### src/rtl/thor2021_btb_upd_ctrl.sv
// BTB write sequencer: full-table invalidate walk after reset/flush, then an
// in-order drain of a small queue fed by two branch-resolution update ports.
module thor2021_btb_upd_ctrl #(
    parameter int AWID    = 64,
    parameter int ENTRIES = 1024,
    parameter int QDEPTH  = 4
) (
    input  logic            clk,
    input  logic            rst,
    input  logic            flush_req,
    output logic            busy,
    input  logic            upd0_v,
    input  logic [AWID-1:0] upd0_ip,
    input  logic [AWID-1:0] upd0_tgt,
    input  logic            upd0_takb,
    output logic            upd0_rdy,
    input  logic            upd1_v,
    input  logic [AWID-1:0] upd1_ip,
    input  logic [AWID-1:0] upd1_tgt,
    input  logic            upd1_takb,
    output logic            upd1_rdy,
    output logic            btb_wr,
    output logic [AWID-1:0] btb_wip,
    output logic [AWID-1:0] btb_wtgt,
    output logic            btb_takb
);

    localparam int IW = $clog2(ENTRIES);
    localparam int PW = $clog2(QDEPTH);
    localparam int CW = $clog2(QDEPTH + 1);

    typedef enum logic [1:0] {S_INIT, S_RUN, S_FLUSH} state_e;

    typedef struct packed {
        logic [AWID-1:0] ip;
        logic [AWID-1:0] tgt;
        logic            takb;
    } upd_t;

    state_e          state_q, state_d;
    logic [IW-1:0]   idx_q, idx_d;
    logic [PW-1:0]   head_q, head_d;
    logic [PW-1:0]   tail_q, tail_d;
    logic [CW-1:0]   cnt_q, cnt_d;
    logic            busy_q, busy_d;
    logic            wr_q, wr_d;
    logic [AWID-1:0] wip_q, wip_d;
    logic [AWID-1:0] wtgt_q, wtgt_d;
    logic            takb_q, takb_d;

    upd_t            q_mem [QDEPTH];

    logic            walking;
    logic            walk_load;
    logic [IW-1:0]   walk_idx;
    logic            walk_last;
    logic [CW-1:0]   free;
    logic            run_open;
    logic            push0, push1, pop;
    logic [PW-1:0]   slot1;

    // A flush always wins: it (re)starts the walk at index 0 in any state.
    assign walking   = (state_q != S_RUN);
    assign walk_load = flush_req || walking;
    assign walk_idx  = flush_req ? '0 : idx_q;
    assign walk_last = (walk_idx == IW'(ENTRIES - 1));
    assign free      = CW'(QDEPTH) - cnt_q;
    assign push0     = upd0_v && upd0_rdy && !flush_req;
    assign push1     = upd1_v && upd1_rdy && !flush_req;
    assign pop       = run_open && !flush_req && (cnt_q != '0);
    assign slot1     = push0 ? tail_q + PW'(1) : tail_q;

    // State register
    always_ff @(posedge clk) begin
        if (rst) begin
            state_q <= S_INIT;
        end else begin
            state_q <= state_d;
        end
    end

    // Next-state logic
    // NOTE: every signal driven in an always_comb gets a default on entry so no path leaves it unassigned and infers a latch.
    always_comb begin
        state_d = state_q;
        if (flush_req && (state_q == S_RUN)) begin
            state_d = S_FLUSH;
        end
        if (walk_load && walk_last) begin
            state_d = S_RUN;
        end
    end

    // Datapath next values: walk writes, queue pointers, registered BTB port
    always_comb begin
        idx_d  = idx_q;
        head_d = head_q;
        tail_d = tail_q;
        cnt_d  = cnt_q;
        busy_d = walk_load;
        wr_d   = 1'b0;
        wip_d  = wip_q;
        wtgt_d = wtgt_q;
        takb_d = takb_q;
        if (walk_load) begin
            wr_d   = 1'b1;
            wip_d  = AWID'(walk_idx) << 1;
            wtgt_d = '0;
            takb_d = 1'b0;
            idx_d  = walk_last ? '0 : walk_idx + IW'(1);
            head_d = '0;
            tail_d = '0;
            cnt_d  = '0;
        end else begin
            if (pop) begin
                wr_d   = 1'b1;
                wip_d  = q_mem[head_q].ip;
                wtgt_d = q_mem[head_q].tgt;
                takb_d = q_mem[head_q].takb;
                head_d = head_q + PW'(1);
            end
            tail_d = tail_q + PW'(push0) + PW'(push1);
            cnt_d  = cnt_q + CW'(push0) + CW'(push1) - CW'(pop);
        end
    end

    // NOTE: sequential state uses non-blocking assignments so every flop samples pre-edge values regardless of statement order.
    always_ff @(posedge clk) begin
        if (rst) begin
            idx_q  <= '0;
            head_q <= '0;
            tail_q <= '0;
            cnt_q  <= '0;
            busy_q <= 1'b1;
            wr_q   <= 1'b0;
            wip_q  <= '0;
            wtgt_q <= '0;
            takb_q <= 1'b0;
        end else begin
            idx_q  <= idx_d;
            head_q <= head_d;
            tail_q <= tail_d;
            cnt_q  <= cnt_d;
            busy_q <= busy_d;
            wr_q   <= wr_d;
            wip_q  <= wip_d;
            wtgt_q <= wtgt_d;
            takb_q <= takb_d;
        end
    end

    // NOTE: queue storage has no reset; validity is tracked solely by the count and pointers.
    always_ff @(posedge clk) begin
        if (push0) begin
            q_mem[tail_q] <= '{ip: upd0_ip, tgt: upd0_tgt, takb: upd0_takb};
        end
        if (push1) begin
            q_mem[slot1] <= '{ip: upd1_ip, tgt: upd1_tgt, takb: upd1_takb};
        end
    end

    // Outputs; busy stays high through the cycle showing the final walk write
    always_comb begin
        run_open = (state_q == S_RUN) && !busy_q;
        upd0_rdy = run_open && (free >= CW'(1));
        upd1_rdy = run_open && (free >= CW'(2));
        busy     = busy_q;
    end

    assign btb_wr   = wr_q;
    assign btb_wip  = wip_q;
    assign btb_wtgt = wtgt_q;
    assign btb_takb = takb_q;

endmodule
### config.mk
export PLATFORM = sky130hd
export DESIGN_NAME = thor2021_btb_upd_ctrl
export DESIGN_NICKNAME = d
export VERILOG_FILES = /design/src/rtl/thor2021_btb_upd_ctrl.sv
export SDC_FILE = /design/constraint.sdc
export NUM_CORES = 1
export LEC_CHECK = 0
export CORE_UTILIZATION = 30
export DETAILED_ROUTE_END_ITERATION = 8
export PLACE_DENSITY = 0.58
export SLEW_MARGIN = 25
export SYNTH_ARGS = -nofsm -noshare
export SYNTH_HDL_FRONTEND = slang
export SYNTH_SLANG_ARGS = --single-unit
### constraint.sdc
create_clock -name clk -period 10.8 [get_ports clk]
set_input_delay 2.16 -clock clk [delete_from_list [all_inputs] [get_ports clk]]
set_output_delay 2.16 -clock clk [all_outputs]
set_load 0.05 [all_outputs]
==> summary.md, run 1 <==
| Metric | Value |
|---|---|
| Wire length on met1 | `36.04 mm` |
| Clock network power share | `0.464` |
| MaxCap Viol Count | `0` |
| 1st-iter DRT viols | `1,419` |
| Fillers | `9,298` |
| Synth Instances | `1,737` |
| Met3 WL post-DR | `6.471 mm` |
| Met2 wire length | `44.08 mm` |
| Peak supply drop | `0.1061 mV` |
| Dpl cells | `3,392` |
| Sequential share of power | `0.496` |
| Initial antenna violation count | `21` |
| Nets | `2,390` |
| Global Route Usage Sum | `0.1710` |
| IO buf count | `395` |
| Critical path class | `in -> reg` |
| Largest net degree at the start of global routing | `131` |
| Total CTS buffers | `77` |
| Die ar. | `102,800 um2` |
| Post-route DRC violation count | `0` |
| Post-Route WL | `88.76 mm` |
| RSZ-0062 raised after global routing | `false` |
| Horiz. Die Dim | `320.7 um` |
| Fin cells | `3,546` |
| Outcome | `completed` |
| Max Clock Freq | `0.1620 GHz` |
| Area of the multi-input gates | `11,260 um2` |
| Core Region | `100,300 um2` |
| Power per cell area | `145.4 nW/um2` |
| Via Count | `17,909` |
| Logic pwr share | `0.039` |
| IO Pins | `396` |
| Slew @ Worst Pin | `1.032 ns` |
| FF+latch count, synth | `668` |
| Crit path required time | `11.17 ns` |
| Critical path arrival | `6.55 ns` |
| Ratio of cells with drive above 1 in the final layout | `0.2204` |
| Root Buffer | `clkbuf_16` |
| Final setup margin | `4.626 ns` |
| Most frequent CP cell | `buf_4` |
| Register area | `18,550 um2` |
| Avg Vias per Cell | `5.050` |
| TritonCTS clock tree | `done` |
| Minimum clock period | `6.174 ns` |
| Die Span Y | `320.7 um` |
| CTS H-Tree Depth | `3` |
| Yosys warns | `0` |
| Cell variety after synth | `51` |
| Most frequent cells in the layout | `edfxtp_1 (516), mux2_1 (449), clkdlybuf4s50_1 (395)` |
| Switching power | `1.148 mW` |
| Final setup TNS | `0 ns` |
| Detail Placement HPWL | `51.36 mm` |
| First-pass GRT wire length | `128.8 mm` |
| Number of synthesized flops with an enable pin | `516` |
| Clk_skew | `0.01410 ns` |
| Asr flop ratio synth | `0` |
| Dpl ws | `4.005 ns` |
| Cell Area, Synth | `30,460 um2` |
| Setup violators final | `0` |
| Final Power | `5.571 mW` |
| Total grt overflow | `0` |
| Critical Path Max Stage Delay | `0.86 ns` |
| Per-cell routed wire length | `25.03 um` |
| Rel. slew slack | `0.3103` |
| CP startpoint kind | `input port` |
| Worst Hold Class | `reg -> reg` |
| Syn Nets | `2,013` |
| Vias in the first global route | `19,222` |
| Worst-path clk slew | `0.06 ns` |
| CTS Hold Bufs | `0` |
| Worst Setup End Kind | `register` |
| Synthesis-to-finish area growth | `25.76%` |
| Post-CTS Setup Repair Bufs | `0` |
| Initial Util | `0.3037` |
| Drt pass-1 iters | `6` |
| Synth Flop Type | `edfxtp_1` |
| Worst skew pair latency | `0.63 ns` |
| FP Rows | `116` |
| Fin crit share | `0.5717` |
| Final hold slack | `0.4969 ns` |
| Top Layer Used | `met5` |
| Placer Congestion | `0.8105` |
| Max FO, Critical Path | `51` |
| Commonest non-fill, non-tap cell in the layout | `edfxtp_1` |
| P_leak | `12.15 nW` |
| Clk sink count | `668` |
| Crit-path cells | `clkdlybuf4s50_1, nand4bb_1, or3_1, o32ai_4, buf_4, buf_4, mux2_2` |
| Slew Limit Fails | `0` |
| CTS resizes | `0` |
| Syn Area/Cell | `17.54 um2` |
| Clock Tree Buf Depth | `3` |
| Sequential share of the synthesized area | `0.6086` |
| Slowest-stage cell, CP | `buf_4` |
| DRT antenna net count | `0` |
| Final hold vios | `0` |
| P_int | `4.422 mW` |
| Sw frac | `0.2061` |
-- final timing paths --
kind                            cells past startpoint                       to                    start  slack [ns]
worst max-delay path                                7   q_mem[2][15]$_DFFE_PP_                flush_req        4.63
worst min register to register                      2  btb_wip[3]$_SDFFE_PP0P_  btb_wip[3]$_SDFFE_PP0P_        0.50
worst max register to register                      9   q_mem[1][45]$_DFFE_PP_      cnt_q[1]$_SDFF_PP0_        6.17
worst min-delay path                                2  btb_wip[3]$_SDFFE_PP0P_  btb_wip[3]$_SDFFE_PP0P_        0.50
-- registers in the layout (all words and copies together), names as in the netlist, 2 cells and up, named ones only --
register	count
btb_wip	64
btb_wtgt	64
cnt_q	3
head_q	2
idx_q	10
q_mem	516
state_q	2
tail_q	2
-- critical path: cells and delay by family --
kind / cells / cell delay, ns
buffers and inverters: 3 / 2.22
AND/OR/NAND/NOR: 2 / 1.17
AO/OA/AOI/OAI: 1 / 0.50
multiplexers: 1 / 0.43
-- cells in the mapped netlist (all sizes together), types with 2 or more instances --
library cell | count | area, um2
or3 | 4 | 25.02
nand3b | 4 | 30.03
o221a | 119 | 1340
or2 | 2 | 12.51
nor2 | 19 | 71.32
dfxtp | 152 | 3043
ha | 10 | 125.1
nand4bb | 2 | 38.79
nand3 | 3 | 15.01
o21ai | 11 | 55.05
buf | 60 | 474.2
nand4 | 3 | 18.77
nor3 | 4 | 20.02
nand2 | 22 | 82.58
mux2 | 516 | 5811
a22oi | 2 | 15.01
inv | 10 | 37.54
and3 | 4 | 25.02
xor2 | 4 | 35.03
fa | 3 | 60.06
nor2b | 5 | 31.28
nor3b | 2 | 15.01
xnor2 | 3 | 26.28
a21oi | 23 | 115.1
o22ai | 4 | 25.02
nand2b | 3 | 18.77
mux4 | 129 | 2905
edfxtp | 516 | 15490
clkbuf | 74 | 277.8
and2 | 3 | 18.77
o32ai | 3 | 41.29
nor4 | 3 | 25.02
a311oi | 4 | 35.03
-- kinds of logic after synthesis --
family	Yosys count	share of synthesized area
flops	668	0.6086
mux	646	0.2865
compound gates	171	0.05471
buf+inv	145	0.02604
simple gates	87	0.01614
fa+ha+maj	13	0.006079
xor+xnor	7	0.002013
-- per-layer routing --
metal  global-route usage  vias up
met4              0.05242       22
met2               0.2892      486
li1                     -     7910
met5                    0        -
met1               0.2051     9347
met3              0.05620      144
-- stage by stage --
step | cell area, um2 | utilization
after floorplan | 30460 | -
after global placement | 35790 | 0.3568
after detailed placement | 35800 | 0.3570
after CTS | 38280 | 0.3817
after global routing | 38310 | 0.3819
final | 38310 | 0.3820
-- layout make-up --
class                           instances  share of cell area
Sequential cell                       668              0.4841
Multi-Input combinational cell        924              0.2939
Timing Repair Buffer                  432              0.1111
Clock buffer                          109             0.05654
Tap cell                             1357             0.04432
Clock inverter                         34            0.008198
Inverter                               11            0.001078
Antenna cell                           11           0.0007186
-- power by group through the flow --
stage	Sequential (mW)	Combinational [mW]	Clock (mW)
2_1_floorplan	2.82	0.0712	0
3_3_place_gp	2.82	0.205	0
3_5_place_dp	2.82	0.217	0
6_report	2.76	0.219	2.59
5_1_grt	2.76	0.237	2.77
4_1_cts	2.76	0.219	2.66
(Power assumes the default switching activity.)
==> run 2, diff against run 1 <==
--- a/config.mk
+++ b/config.mk
@@ -7,7 +7,7 @@
 export LEC_CHECK = 0
 export CORE_UTILIZATION = 30
 export DETAILED_ROUTE_END_ITERATION = 8
-export PLACE_DENSITY = 0.58
+export PLACE_DENSITY = 0.59
 export SLEW_MARGIN = 25
 export SYNTH_ARGS = -nofsm -noshare
 export SYNTH_HDL_FRONTEND = slang
==> constraint.sdc (replaced) <==
create_clock -name clk -period 5.6 [get_ports clk]
set_input_delay 1.12 -clock clk [delete_from_list [all_inputs] [get_ports clk]]
set_output_delay 1.12 -clock clk [all_outputs]
set_load 0.05 [all_outputs]
==> summary.md, run 2 (synthesized netlist as in run 1, its figures left out) <==
| Metric | Value |
|---|---|
| Outcome | `completed` |
| Clock network power share | `0.472 (+0.008)` |
| CP startpoint kind | `register` |
| MaxCap Viol Count | `0 (unchanged)` |
| Minimum clock period | `4.517 ns` |
| Critical Path Max Stage Delay | `0.77 ns (-0.09 ns)` |
| Worst-path clk slew | `0.06 ns (about the same)` |
| RSZ-0062 raised after global routing | `false` |
| First-pass GRT wire length | `129.4 mm (+0.51%)` |
| Per-cell routed wire length | `24.94 um (-0.37%)` |
| CTS Hold Bufs | `0 (unchanged)` |
| Slowest-stage cell, CP | `nor3b_1` |
| Commonest non-fill, non-tap cell in the layout | `edfxtp_1` |
| Critical path arrival | `3.40 ns (-3.15 ns)` |
| Crit path required time | `4.48 ns (-6.69 ns)` |
| Worst Setup End Kind | `primary output` |
| Post-Route WL | `88.35 mm (-0.46%)` |
| Dpl cells | `3,394 (+0.059%)` |
| Power per cell area | `281.8 nW/um2 (+94%)` |
| Fin cells | `3,543 (-0.085%)` |
| Global Route Usage Sum | `0.1708 (-0.0001793)` |
| Ratio of cells with drive above 1 in the final layout | `0.2226 (+0.002244)` |
| Synthesis-to-finish area growth | `26.84%` |
| DRT antenna net count | `0 (unchanged)` |
| Nets | `2,395 (+0.21%)` |
| Post-route DRC violation count | `0 (unchanged)` |
| Slew Limit Fails | `0 (unchanged)` |
| Logic pwr share | `0.039 (about the same)` |
| FP Rows | `116 (unchanged)` |
| CP Launch Point | `cnt_q[1]$_SDFF_PP0_` |
| Total CTS buffers | `79 (+2.6%)` |
| Via Count | `17,957 (+0.27%)` |
| Hold path start | `idx_q[0]$_SDFFE_PP0N_` |
| Setup violators final | `0 (unchanged)` |
| Sequential share of power | `0.490 (-0.006)` |
| Critical path's top delay family | `simple AND/OR/NAND/NOR gates` |
| Final setup TNS | `0 ns (unchanged)` |
| Most frequent cells in the layout | `edfxtp_1 (516), mux2_1 (449), clkdlybuf4s50_1 (395)` |
| Max FO, Critical Path | `7 (-86%)` |
| Max reg flops | `516 (unchanged)` |
| P_int | `8.619 mW (+95%)` |
| Most flops, register | `q_mem` |
| Placer Congestion | `0.7344 (-9.4%)` |
| Worst Hold Class | `reg -> reg` |
| Final hold vios | `0 (unchanged)` |
| Slew @ Worst Pin | `1.043 ns (+0.01058 ns)` |
| Core Region | `100,300 um2 (unchanged)` |
| Clk sink count | `668 (unchanged)` |
| Max Clock Freq | `0.2214 GHz` |
| Most frequent CP cell | `ha_1` |
| Sw frac | `0.2084 (+0.002215)` |
| Fin crit share | `0.8066` |
| Die Span Y | `320.7 um (unchanged)` |
| Reg-to-reg startpoint | `cnt_q[1]$_SDFF_PP0_` |
| TritonCTS clock tree | `done` |
| Crit-path cells | `inv_1, ha_1, ha_1, nor3b_1, nor3_1, clkdlybuf4s50_1` |
| Peak supply drop | `0.1922 mV (+81%)` |
| Largest net degree at the start of global routing | `131 (unchanged)` |
| Fillers | `9,249 (-0.53%)` |
| Root Buffer | `clkbuf_16` |
| WP buf/inv | `2 (-1)` |
| CTS H-Tree Depth | `3 (unchanged)` |
| Initial Util | `0.3037 (unchanged)` |
| Detail Placement HPWL | `49.51 mm (-3.6%)` |
| Rel. slew slack | `0.3048 (-0.005567)` |
| Switching power | `2.269 mW (+98%)` |
| CTS resizes | `0 (unchanged)` |
| IO buf count | `395 (unchanged)` |
| Horiz. Die Dim | `320.7 um (unchanged)` |
| 1st-iter DRT viols | `1,135 (-20%)` |
| Clk_skew | `0.02288 ns (+0.008778 ns)` |
| Worst skew pair latency | `0.65 ns (+0.02 ns)` |
| Post-CTS Setup Repair Bufs | `0 (unchanged)` |
| Clock Tree Buf Depth | `3 (unchanged)` |
| Avg Vias per Cell | `5.068 (+0.35%)` |
| IO Pins | `396 (unchanged)` |
| Total grt overflow | `0 (unchanged)` |
| Critical path class | `reg -> out` |
| Vias in the first global route | `19,390 (+0.87%)` |
| Die ar. | `102,800 um2 (unchanged)` |
| Drt pass-1 iters | `5 (-1)` |
| Initial antenna violation count | `18 (-14%)` |
| P_leak | `12.28 nW (+1.0%)` |
[run 2: power by group through the flow]
stage	combinational [mW]	clock, mW	sequential, mW
floorplan	0.137	0	5.44
CTS	0.421	5.28	5.33
finish	0.421	5.13	5.33
detailed placement	0.416	0	5.44
global route	0.457	5.47	5.33
global placement	0.394	0	5.44
[run 2: metal layers]
metal  part of all wire  vias up  GRT usage
met2               0.51      469     0.2960
li1                   -     7913          -
met5             0.0019        -          0
met1               0.41     9419     0.2103
met4              0.018       28    0.04774
met3              0.060      128    0.04111
[run 2: worst register-to-register path, cell delays in order (launching register included)]
cell and delay [ns]:
dfxtp_1 0.41, inv_1 0.11, ha_1 0.20, ha_1 0.28, nor4b_2 0.41, or3_1 0.72
nand2_1 0.30, o22ai_4 0.29, buf_4 0.66
[run 2: path summary, 6_finish.rpt]
check,slack [ns],to,cells past startpoint
min reg2reg,0.52,idx_q[0]$_SDFFE_PP0N_,2
max reg2reg,1.82,q_mem[0][92]$_DFFE_PP_,8
min,0.52,idx_q[0]$_SDFFE_PP0N_,2
max,1.08,upd1_rdy,6
[run 2: metrics by stage]
stage | setup WS, ns | hold slack (ns) | instance area, um2 | total power [mW] | util
floorplan | -0.2046 | 0.4590 | 30490 | 5.577 | -
global placement | 0.9483 | 0.4874 | 36020 | 5.831 | 0.3592
detailed placement | 0.9520 | 0.5093 | 36020 | 5.853 | 0.3592
CTS | 1.035 | 0.5172 | 38600 | 11.03 | 0.3849
global route | 0.8517 | 0.5362 | 38640 | 11.26 | 0.3853
finish | 1.083 | 0.5200 | 38640 | 10.89 | 0.3853
[run 2: layout make-up]
cell class                      instances  area (um2)  share of cell area
Antenna cell                            3       7.507           0.0001943
Clock buffer                          125        2342             0.06062
Clock inverter                         20       237.7            0.006153
Inverter                               11       41.29            0.001069
Multi-Input combinational cell        924       11250              0.2913
Sequential cell                       668       18550              0.4800
Tap cell                             1357        1698             0.04394
Timing Repair Buffer                  435        4512              0.1168
==> run 3, diff against run 2 <==
--- a/config.mk
+++ b/config.mk
@@ -7,7 +7,7 @@
 export LEC_CHECK = 0
 export CORE_UTILIZATION = 30
 export DETAILED_ROUTE_END_ITERATION = 8
-export PLACE_DENSITY = 0.59
+export PLACE_DENSITY = 0.58
 export SLEW_MARGIN = 25
 export SYNTH_ARGS = -nofsm -noshare
 export SYNTH_HDL_FRONTEND = slang
==> constraint.sdc (replaced) <==
create_clock -name clk -period 4.7 [get_ports clk]
set_input_delay 0.94 -clock clk [delete_from_list [all_inputs] [get_ports clk]]
set_output_delay 0.94 -clock clk [all_outputs]
set_load 0.05 [all_outputs]
==> summary.md, run 3 (synthesized netlist as in run 1, its figures left out) <==
| Metric | Value |
|---|---|
| Worst-path clk slew | `0.06 ns (about the same)` |
| CTS H-Tree Depth | `3 (unchanged)` |
| Critical path class | `reg -> out` |
| Final setup margin | `0.4183 ns (-0.6648 ns)` |
| Total CTS buffers | `79 (unchanged)` |
| 1st-iter DRT viols | `1,234 (+8.7%)` |
| Final hold slack | `0.4964 ns (-0.02355 ns)` |
| Per-cell routed wire length | `24.75 um (-0.77%)` |
| First-pass GRT wire length | `128.3 mm (-0.88%)` |
| Area after DPL | `36,080 um2 (+0.15%)` |
| Setup violators final | `0 (unchanged)` |
| Dpl ws | `0.7697 ns (-0.1823 ns)` |
| DRT antenna net count | `0 (unchanged)` |
| Worst Setup End Kind | `primary output` |
| GRT busiest layer | `met2` |
| Largest net degree at the start of global routing | `131 (unchanged)` |
| Fin cells | `3,543 (unchanged)` |
| Drt pass-1 iters | `6 (+1)` |
| Post-route cell area | `38,840 um2 (+0.52%)` |
| Dpl cells | `3,391 (-0.088%)` |
| Slew @ Worst Pin | `0.9121 ns (-0.1308 ns)` |
| Worst Hold Class | `reg -> reg` |
| Minimum clock period | `4.282 ns` |
| Crit path required time | `3.76 ns (-0.72 ns)` |
| Logic pwr share | `0.037 (-0.002)` |
| Initial antenna violation count | `18 (unchanged)` |
| Root Buffer | `clkbuf_16` |
| Vias in the first global route | `19,301 (-0.46%)` |
| Power per cell area | `342.5 nW/um2 (+22%)` |
| Avg Vias per Cell | `5.034 (-0.67%)` |
| RSZ-0062 raised after global routing | `false` |
| Initial Util | `0.3037 (unchanged)` |
| GR Util met3 | `0.04717 (+0.006062)` |
| CTS resizes | `0 (unchanged)` |
| Total grt overflow | `0 (unchanged)` |
| Critical path arrival | `3.34 ns (-0.06 ns)` |
| Final Power | `13.30 mW (+22%)` |
| Ratio of cells with drive above 1 in the final layout | `0.2263 (+0.003621)` |
| GR Util met2 | `0.2944 (-0.001539)` |
| Nets | `2,391 (-0.17%)` |
| Max FO, Critical Path | `7 (unchanged)` |
| Post-layout util | `0.3873 (+0.001996)` |
| P_int | `10.58 mW (+23%)` |
| Final hold vios | `0 (unchanged)` |
| Synthesis-to-finish area growth | `27.50%` |
| Post-route DRC violation count | `0 (unchanged)` |
| Die ar. | `102,800 um2 (unchanged)` |
| Rel. slew slack | `0.3920 (+0.08721)` |
| IO buf count | `395 (unchanged)` |
| Fillers | `9,191 (-0.63%)` |
| Met1 Usage GRT | `0.2027 (-0.007601)` |
| Sw frac | `0.2047 (-0.003712)` |
| Commonest non-fill, non-tap cell in the layout | `edfxtp_1` |
| Global Route Usage Sum | `0.1699 (-0.0008758)` |
| Post-CTS Setup Repair Bufs | `0 (unchanged)` |
| Setup slack, reg-to-reg | `1.00 ns (-0.82 ns)` |
| FP Rows | `116 (unchanged)` |
| Switching power | `2.722 mW (+20%)` |
| Horiz. Die Dim | `320.7 um (unchanged)` |
| Core Region | `100,300 um2 (unchanged)` |
| TritonCTS clock tree | `done` |
| Peak supply drop | `0.2697 mV (+40%)` |
| Outcome | `completed` |
| Most frequent cells in the layout | `edfxtp_1 (516), mux2_1 (449), clkdlybuf4s50_1 (395)` |
| Via Count | `17,837 (-0.67%)` |
| Clock network power share | `0.485 (+0.013)` |
| Post-Route WL | `87.67 mm (-0.77%)` |
| Placer Congestion | `0.7561 (+3.0%)` |
| Slew Limit Fails | `0 (unchanged)` |
| CP startpoint kind | `register` |
| CTS Hold Bufs | `0 (unchanged)` |
| Max reg flops | `516 (unchanged)` |
| IO Pins | `396 (unchanged)` |
| Clock Tree Buf Depth | `3 (unchanged)` |
| Detail Placement HPWL | `48.66 mm (-1.7%)` |
| Final setup TNS | `0 ns (unchanged)` |
| Max Clock Freq | `0.2336 GHz` |
| Fin crit share | `0.9110` |
| Most flops, register | `q_mem` |
| MaxCap Viol Count | `0 (unchanged)` |
| P_leak | `12.36 nW (+0.65%)` |
| Die Span Y | `320.7 um (unchanged)` |
| Clk sink count | `668 (unchanged)` |
| Worst skew pair latency | `0.65 ns (about the same)` |
| Clk_skew | `0.02679 ns (+0.003903 ns)` |
| Sequential share of power | `0.478 (-0.012)` |
## run 3: changes by cell type in the layout (fill, tap and decap cells not counted), sizes merged, moves of 4 or more
cell	delta
buf	-4
clkinv	+4
bufinv	+6
clkbuf	-10
diode	+4
## run 3: path summary, 6_finish.rpt
kind	start	endpoint	depth (start not counted)
min reg2reg	btb_wip[3]$_SDFFE_PP0P_	btb_wip[3]$_SDFFE_PP0P_	2
max reg2reg	cnt_q[1]$_SDFF_PP0_	q_mem[0][46]$_DFFE_PP_	9
min	btb_wip[3]$_SDFFE_PP0P_	btb_wip[3]$_SDFFE_PP0P_	2
max	cnt_q[1]$_SDFF_PP0_	upd1_rdy	6
## run 3: metal layers
| layer | routed length [um] | share of wire |
|---|---|---|
| met4 | 2306 | 0.026 |
| met5 | 160 | 0.0018 |
| met2 | 44390 | 0.51 |
| met1 | 35370 | 0.40 |
| met3 | 5443 | 0.062 |
## run 3: power groups by stage
stage	Clock, mW	Combinational [mW]	Sequential [mW]
after floorplan	0	0.164	6.48
after global placement	0	0.462	6.48
after detailed placement	0	0.491	6.48
after CTS	6.63	0.497	6.35
after global routing	6.84	0.538	6.35
final	6.45	0.496	6.35
## run 3: cell type report
cell class	instances	area, um2	area share
Inverter	11	41.29	0.001063
Sequential cell	668	18550	0.4775
Clock buffer	115	2305	0.05934
Timing Repair Buffer	431	4537	0.1168
Multi-Input combinational cell	924	11250	0.2898
Clock inverter	30	440.4	0.01134
Antenna cell	7	17.52	0.0004510
Tap cell	1357	1698	0.04372
## run 3: critical path, cell delays in order (launching register included)
cell and delay, ns:
dfxtp_1 0.41, inv_1 0.11, ha_1 0.20, ha_1 0.28, nor3b_1 0.71, nor3_1 0.21, clkdlybuf4s50_1 0.77
